--- src/rtl/dm_lsu_pkg.sv ---
// dm_lsu_pkg: access-size and state types plus lane helpers for the data-memory load/store unit
package dm_lsu_pkg;
    typedef enum logic [2:0] {
        SZ_B  = 3'b000,
        SZ_H  = 3'b001,
        SZ_W  = 3'b010,
        SZ_BU = 3'b100,
        SZ_HU = 3'b101
    } size_e;

    typedef enum logic [1:0] {IDLE, RESP, HOLD} state_e;

    localparam int unsigned DM_WORDS_DEF = 3072;

    function automatic logic is_byte(input logic [2:0] size);
        return size == SZ_B || size == SZ_BU;
    endfunction

    function automatic logic is_half(input logic [2:0] size);
        return size == SZ_H || size == SZ_HU;
    endfunction

    // Sizes outside the byte/half classes, including unlisted codes, act as full words
    function automatic logic [3:0] lane_mask(input logic [2:0] size, input logic [1:0] off);
        return is_byte(size) ? 4'b0001 << off : is_half(size) ? (off[1] ? 4'b1100 : 4'b0011) : 4'b1111;
    endfunction
endpackage

--- src/rtl/dm_lsu_load_fmt.sv ---
// dm_lsu_load_fmt: selects the loaded lane from a RAM word and sign/zero-extends it
import dm_lsu_pkg::*;

module dm_lsu_load_fmt (
    input  logic [31:0] rdata,
    input  logic [2:0]  size,
    input  logic [1:0]  off,
    output logic [31:0] data
);
    logic [7:0]  b;
    logic [15:0] h;

    always_comb begin
        b = rdata[{off, 3'b000} +: 8];
        h = off[1] ? rdata[31:16] : rdata[15:0];
        data = size == SZ_B  ? {{24{b[7]}}, b} :
               size == SZ_BU ? {24'b0, b} :
               size == SZ_H  ? {{16{h[15]}}, h} :
               size == SZ_HU ? {16'b0, h} : rdata;
    end
endmodule

--- src/rtl/dm_lsu.sv ---
// dm_lsu: MEM-stage load/store unit; define DM_LSU_MISALIGN_TRAP_EN to trap misaligned H/W accesses
import dm_lsu_pkg::*;

module dm_lsu #(
    parameter int unsigned DM_WORDS = DM_WORDS_DEF
) (
    input  logic        clk,
    input  logic        rst_n,
    input  logic        req_valid,
    output logic        req_ready,
    input  logic        req_we,
    input  logic [2:0]  req_size,
    input  logic [31:0] req_addr,
    input  logic [31:0] req_wdata,
    input  logic [4:0]  req_rd,
    output logic [11:0] dm_addr,
    output logic        dm_en,
    output logic [3:0]  dm_we,
    output logic [31:0] dm_wdata,
    input  logic [31:0] dm_rdata,
`ifdef DM_LSU_MISALIGN_TRAP_EN
    output logic        exc_valid,
    output logic [31:0] exc_addr,
    output logic        exc_store,
`endif
    output logic        wb_valid,
    input  logic        wb_ready,
    output logic [4:0]  wb_rd,
    output logic [31:0] wb_data
);
    state_e      state, state_n;
    logic [4:0]  rd_q;
    logic [2:0]  size_q;
    logic [1:0]  off_q;
    logic        oor_q;
    logic [31:0] hold_q, fmt_data, resp_data;
    logic        acc, in_range, mis, ld_acc;

    dm_lsu_load_fmt u_fmt (
        .rdata (dm_rdata),
        .size  (size_q),
        .off   (off_q),
        .data  (fmt_data)
    );

    always_comb begin
        req_ready = state == IDLE || wb_ready;
        acc = req_valid && req_ready;
        in_range = req_addr[31:14] == '0 && 32'(req_addr[13:2]) < DM_WORDS;
`ifdef DM_LSU_MISALIGN_TRAP_EN
        mis = is_half(req_size) ? req_addr[0] : !is_byte(req_size) && req_addr[1:0] != 2'b00;
`else
        mis = 1'b0;
`endif
        dm_addr = req_addr[13:2];
        dm_en = rst_n && acc && in_range && !mis;
        dm_we = dm_en && req_we ? lane_mask(req_size, req_addr[1:0]) : 4'b0000;
        dm_wdata = is_byte(req_size) ? {4{req_wdata[7:0]}} : is_half(req_size) ? {2{req_wdata[15:0]}} : req_wdata;
        // Trapped and out-of-range loads differ: only the trap suppresses the response
        ld_acc = acc && !req_we && !mis;
        state_n = req_ready ? (ld_acc ? RESP : IDLE) : state == RESP ? HOLD : state;
        resp_data = oor_q ? '0 : fmt_data;
        wb_valid = state != IDLE;
        wb_data = state == RESP ? resp_data : state == HOLD ? hold_q : '0;
        wb_rd = rd_q;
    end

    always_ff @(posedge clk or negedge rst_n) begin
        if (!rst_n) begin
            state  <= IDLE;
            rd_q   <= '0;
            size_q <= '0;
            off_q  <= '0;
            oor_q  <= 1'b0;
            hold_q <= '0;
        end else begin
            state <= state_n;
            if (ld_acc) begin
                rd_q   <= req_rd;
                size_q <= req_size;
                off_q  <= req_addr[1:0];
                oor_q  <= !in_range;
            end
            if (state == RESP && !wb_ready) hold_q <= resp_data;
        end
    end

`ifdef DM_LSU_MISALIGN_TRAP_EN
    always_ff @(posedge clk or negedge rst_n) begin
        if (!rst_n) begin
            exc_valid <= 1'b0;
            exc_addr  <= '0;
            exc_store <= 1'b0;
        end else begin
            exc_valid <= acc && mis;
            if (acc && mis) begin
                exc_addr  <= req_addr;
                exc_store <= req_we;
            end
        end
    end
`endif
endmodule
--- config.mk ---
export PLATFORM = sky130hd
export DESIGN_NAME = dm_lsu
export DESIGN_NICKNAME = d
export VERILOG_FILES = /design/src/rtl/dm_lsu_pkg.sv /design/src/rtl/dm_lsu_load_fmt.sv /design/src/rtl/dm_lsu.sv
export SDC_FILE = /design/constraint.sdc
export NUM_CORES = 1
export LEC_CHECK = 0
export BUFFER_PORTS_ARGS = -buffer_cell sky130_fd_sc_hd__buf_2
export CAP_MARGIN = 20
export CORE_MARGIN = 3
export CORE_UTILIZATION = 49
export DETAILED_ROUTE_END_ITERATION = 16
export PLACE_DENSITY = 0.9
export SYNTH_ARGS = -nofsm -noshare
export SYNTH_HDL_FRONTEND = slang
export SYNTH_SLANG_ARGS = --single-unit
--- constraint.sdc ---
create_clock -name clk -period 3 [get_ports clk]
set_clock_uncertainty 0.2 [all_clocks]
set_input_delay 0.45 -clock clk [delete_from_list [all_inputs] [get_ports clk]]
set_output_delay 0.45 -clock clk [all_outputs]
set_load 0.05 [all_outputs]
Yosys cells after proc, flatten, opt, wreduce, memory -nomap -nowiden --
Cells that the tools add are included.
Word-level totals: register bits 45, latch bits 0, RAM bits 0, memory bits (read-only) 0, input port bits 109, output and inout bits 88, memories 0
Cells by class: $add $sub $neg 0, multiply operators 0, div/mod/pow operators 0, $lt $le $gt $ge 1, equality and inequality tests 8, shift-type cells 2, muxes and demuxes 17, bitwise logic cells 0, reduce and logical (&&, ||, !) cells 19
Operators with widths (count):
- two-way mux 32 bit | 9
- variable part select 32 x 6 -> 8 bit | 1
- logical NOT 18 bit | 1
- two-way mux 16 bit | 1
- two-way mux 4 bit | 4
- == test 3 bit (second input constant) | 4
- less-than comparator 12 bit (second input constant) | 1
- logical AND 1 bit | 7
- == test 3 x 1 -> 1 bit (second input constant) | 2
- logical NOT 3 bit | 2
- two-way mux 2 bit | 2
- nonzero test 2 bit | 2
- << shifter 1 x 2 -> 4 bit (first input constant) | 1
- logical NOT 1 bit | 3
- logical OR 1 bit | 3
- == test 2 x 1 -> 1 bit (second input constant) | 1
- == test 2 bit (second input constant) | 1
- logical NOT 2 bit | 1
- two-way mux 1 bit | 1

Logic depth before layout (Yosys ltp) --
depth after elaboration 7, mapped depth 6

Modules after synthesis --
Synthesis repeated with hierarchy kept, for this count alone.
Second synthesis, totals: cells, all modules 433, area, all modules 3741.1 µm²
Modules (own cells, without submodules):
- dm_lsu | instances 1, cells an instance 306, area each 2810.2 µm²
- dm_lsu_load_fmt | instances 1, cells an instance 127, area each 930.9 µm²

Worst setup path after synthesis --
No wires, ideal clock.
path kind flip-flop to output port, start point reg state[0], end point out dm_we[0], arrival 2.585 ns, data required time 2.350 ns, path slack -0.235 ns, stages on the path, launching flop included 5, path buffers 0, cells stage by stage dfrtp_1 o21bai_1 nand3_1 nor4_1 nor2b_1
Between the ends: word-level cells in the longest chain between the ends 7
RTL lines:
- from (decl) | line dm_lsu.sv:31 | state_e state, state_n;
- from (signal assigned) | line dm_lsu.sv:77 | state <= state_n;
- logical NOT 2 bit | line dm_lsu.sv:47 | req_ready = state == IDLE || wb_ready;
- logical OR 1 bit | line dm_lsu.sv:47
- net req_ready | line dm_lsu.sv:10 | output logic req_ready,
- logical AND 1 bit | line dm_lsu.sv:48 | acc = req_valid && req_ready;
- logical AND 1 bit (2 in a row) | line dm_lsu.sv:56 | dm_en = rst_n && acc && in_range && !mis;
- logical AND 1 bit | line dm_lsu.sv:57 | dm_we = dm_en && req_we ? lane_mask(req_size, req_addr[1:0]) : 4'b0000;
- two-way mux 4 bit | line dm_lsu.sv:57
- to (decl) | line dm_lsu.sv:18 | output logic [3:0] dm_we,
The timed path passes the listed nets, and every way through them passes these cells.

Worst setup path after layout --
start point reg off_q[1], end point out wb_data[7]
Between the ends: word-level cells in the longest chain between the ends 7, elaborated cells on any way between the ends 8
RTL lines:
- from (decl) | line dm_lsu.sv:34 | logic [1:0] off_q;
- from (signal assigned) | line dm_lsu.sv:81 | off_q <= req_addr[1:0];
- branches (longest 4 deep; another with variable part select 32 x 6 -> 8 bit)
- two-way mux 32 bit (*) | line dm_lsu_load_fmt.sv:16 | data = size == SZ_B ? {{24{b[7]}}, b} :
- two-way mux 32 bit (*) | line dm_lsu.sv:62 | resp_data = oor_q ? '0 : fmt_data;
- two-way mux 32 bit (*) | line dm_lsu.sv:64 | wb_data = state == RESP ? resp_data : state == HOLD ? hold_q : '0;
- to (decl) | line dm_lsu.sv:29 | output logic [31:0] wb_data
Mark *: on every way between the ends.

==> impl_metrics.yaml <==
place:
  dpl.hpwl_um: 9200
  dp_slack_ns: 0.374
  place_area_mm2: 0.00437
  dpl.cell_count: 654
  gp_congestion: 0.930
  io_buffers: 176
finish:
  area_growth_pct: 24.3
  layout-drive-gt1-share: 0.422
  final_cell_count_no_fill: 663
  multi_input_area_mm2: 0.00209
  seq_area_mm2: 0.00113
  fill_cells: 607
  final_area_mm2: 0.00446
  finish.utilization: 0.642
  layout.nets: 674
timing:
  setup-tns-final_ns: 0
  setup_violations: 0
  layout_setup_ws_ns: 0.124
  period_minus_slack_ns: 2.88
  tightest_slew_ns: 0.686
  max_freq_mhz: 348
  timing.hold.ws_ns: 0.113
  period_share: 0.959
  timing.slew.headroom: 0.541
  drv_slew: 0
  rsz0062_at_grt: "false"
  finalHoldViolCount: 0
detailed_routing:
  met1Wirelength_um: 4300
  vias_per_cell: 5.88
  dr.max_layer_used: "met4"
  wl_met3_um: 999
  drtIter0Drc: 378
  route.met2.wl_um: 6220
  drc_errors: 0
  wl_per_cell_um: 17.9
  drtPass1Iterations: 5
  drtAntennaViolNets: 0
  drt-total-wl_um: 11900
  routed-via-count: 3896
cts:
  cts_root_buffer: "clkbuf_8"
  cts_made_buffers: 5
  cts_tree: "built"
  post-cts-setup-buffer-count: 0
  cts_resized: 0
  clk_latency_ns: 0.29
  path_clk_slew_ns: 0.09
  numClockSinks: 45
  cts_hold_buf: 0
  clk_path_buf_depth: 2
  h-tree-depth: 2
setup_path:
  crit_chain: "buf_4, inv_1, a21o_1, a211oi_1, a22o_1, buf_2"
  slowest_delay_ns: 0.50
  path_class: "register to output pin"
  crit_arrival_ns: 2.23
  worstSetupEndpointType: "output pin"
  required_ns: 2.35
  worst_path_max_delay_cell: "dfrtp_2"
  start_kind: "register"
  crit_fanout: 19
floorplanning:
  fp.coreArea_mm2: 0.00694
  rows: 30
  die_area_mm2: 0.00838
  fp.dieH_um: 91.5
  start_util: 0.516
  ios: 197
  die_w_um: 91.5
synthesis:
  ys_warn_count: 0
  syn_inst: 425
  ys.flop_type: "dfrtp_1"
  synthArstFlopShare: 1.00
  synth_fp_nets: 534
  ys_types: 38
  synthTopCellsByArea: "dfrtp_1 31%, o21ai_0 8.9%, mux2_2 8.2%"
  synth_seq_cells: 45
  synth_edf_count: 0
  yosysMostFrequentCell: "o21ai_0"
  synth-seq-area-share: 0.314
  syn_area_mm2: 0.00359
  avgSynthCellArea_um2: 8.44
  synth_top_area_frac: 0.314
  yosys.area.top_type: "dfrtp_1"
  synth_common_cells: "64 x o21ai_0, 46 x nand2_1, 45 x dfrtp_1"
status:
  status: "finished, final reports clean"
global_route:
  antenna_found_initial: 1
  grt_max_degree: 46
  grt_util_all_layers: 0.280
  gr-total-overflow: 0
  first_global_vias: 3781
  grt_pass1_wl_um: 18800
power_and_ir_drop:
  p_leak_nw: 2.17
  power_density_mw_per_mm2: 557
  vdd_drop_max_v: 0.000223
  p_total_mw: 2.48
run:
  cap_violations: 0
min_path:
  hold_class: "input port to asynchronous set/reset pin"
==> final timing paths <==
| path | from | to | slack (ns) | depth (start not counted) |
|---|---|---|---|---|
| worst min register to register | hold_q[5] | hold_q[5] | 0.29 | 2 |
| worst max register to register | state[1] | hold_q[8] | 0.93 | 4 |
| worst max-delay path | off_q[1] | wb_data[7] | 0.12 | 6 |
| worst min-delay path | rst_n | hold_q[10] | 0.11 | 2 |
| max in group asynchronous | rst_n | off_q[0] | 2.06 | 2 |
| min in group clk | wb_ready | state[0] | 0.17 | 2 |
==> area by class of cell <==
| cell class | instances | area share |
|---|---|---|
| Inverter | 13 | 0.0109 |
| Clock buffer | 8 | 0.0180 |
| Timing Repair Buffer | 188 | 0.221 |
| Tap cell | 96 | 0.0269 |
| Multi-Input combinational cell | 312 | 0.470 |
| Antenna cell | 1 | 0.000561 |
| Sequential cell | 45 | 0.253 |
==> where the power goes <==
part / switching [mW] / internal (mW) / total (mW)
logic: 0.804 / 0.408 / 1.21
registers: 0.131 / 0.772 / 0.903
clock network: 0.201 / 0.166 / 0.367
==> flip-flops by register name, indices dropped and copies added, names as in the netlist <==
register	cells
hold_q	32
wb_rd	5
size_q	3
off_q	2
state	2
oor_q	1
==> cell families after synthesis <==
group	share of synthesized area
simple gates	0.165
buf+inv	0.104
compound gates	0.263
mux	0.154
flops	0.314
==> worst max-delay path: cells and delay by family (launching register included) <==
family / cells / cell delay (ns)
AO/OA/AOI/OAI: 3 / 0.83
flip-flops: 1 / 0.50
buffers and inverters: 3 / 0.59
==> cell usage in the layout (no fill, tap or decap), drive strengths merged <==
cell type / instances
a211o: 1
a211oi: 3
a21o: 1
a21oi: 32
a22o: 16
a31o: 1
and2: 1
buf: 188
clkbuf: 8
dfrtp: 45
diode: 1
inv: 13
mux2: 26
mux2i: 8
mux4: 8
nand2: 46
nand2b: 4
nand3: 22
nor2: 17
nor2b: 5
nor3: 7
nor3b: 9
nor4: 5
o211ai: 16
o21a: 2
o21ai: 64
o21bai: 1
o2bb2ai: 6
o311ai: 6
o31ai: 2
or2: 2
or3b: 1
==> metal layers <==
metal  up-vias  global-route usage
met3        29              0.0522
met2       216               0.505
li1       1817                   -
met1      1834               0.327
met5         -                   0
met4         0               0.104
No activity file was read; power rests on OpenSTA's default activity.
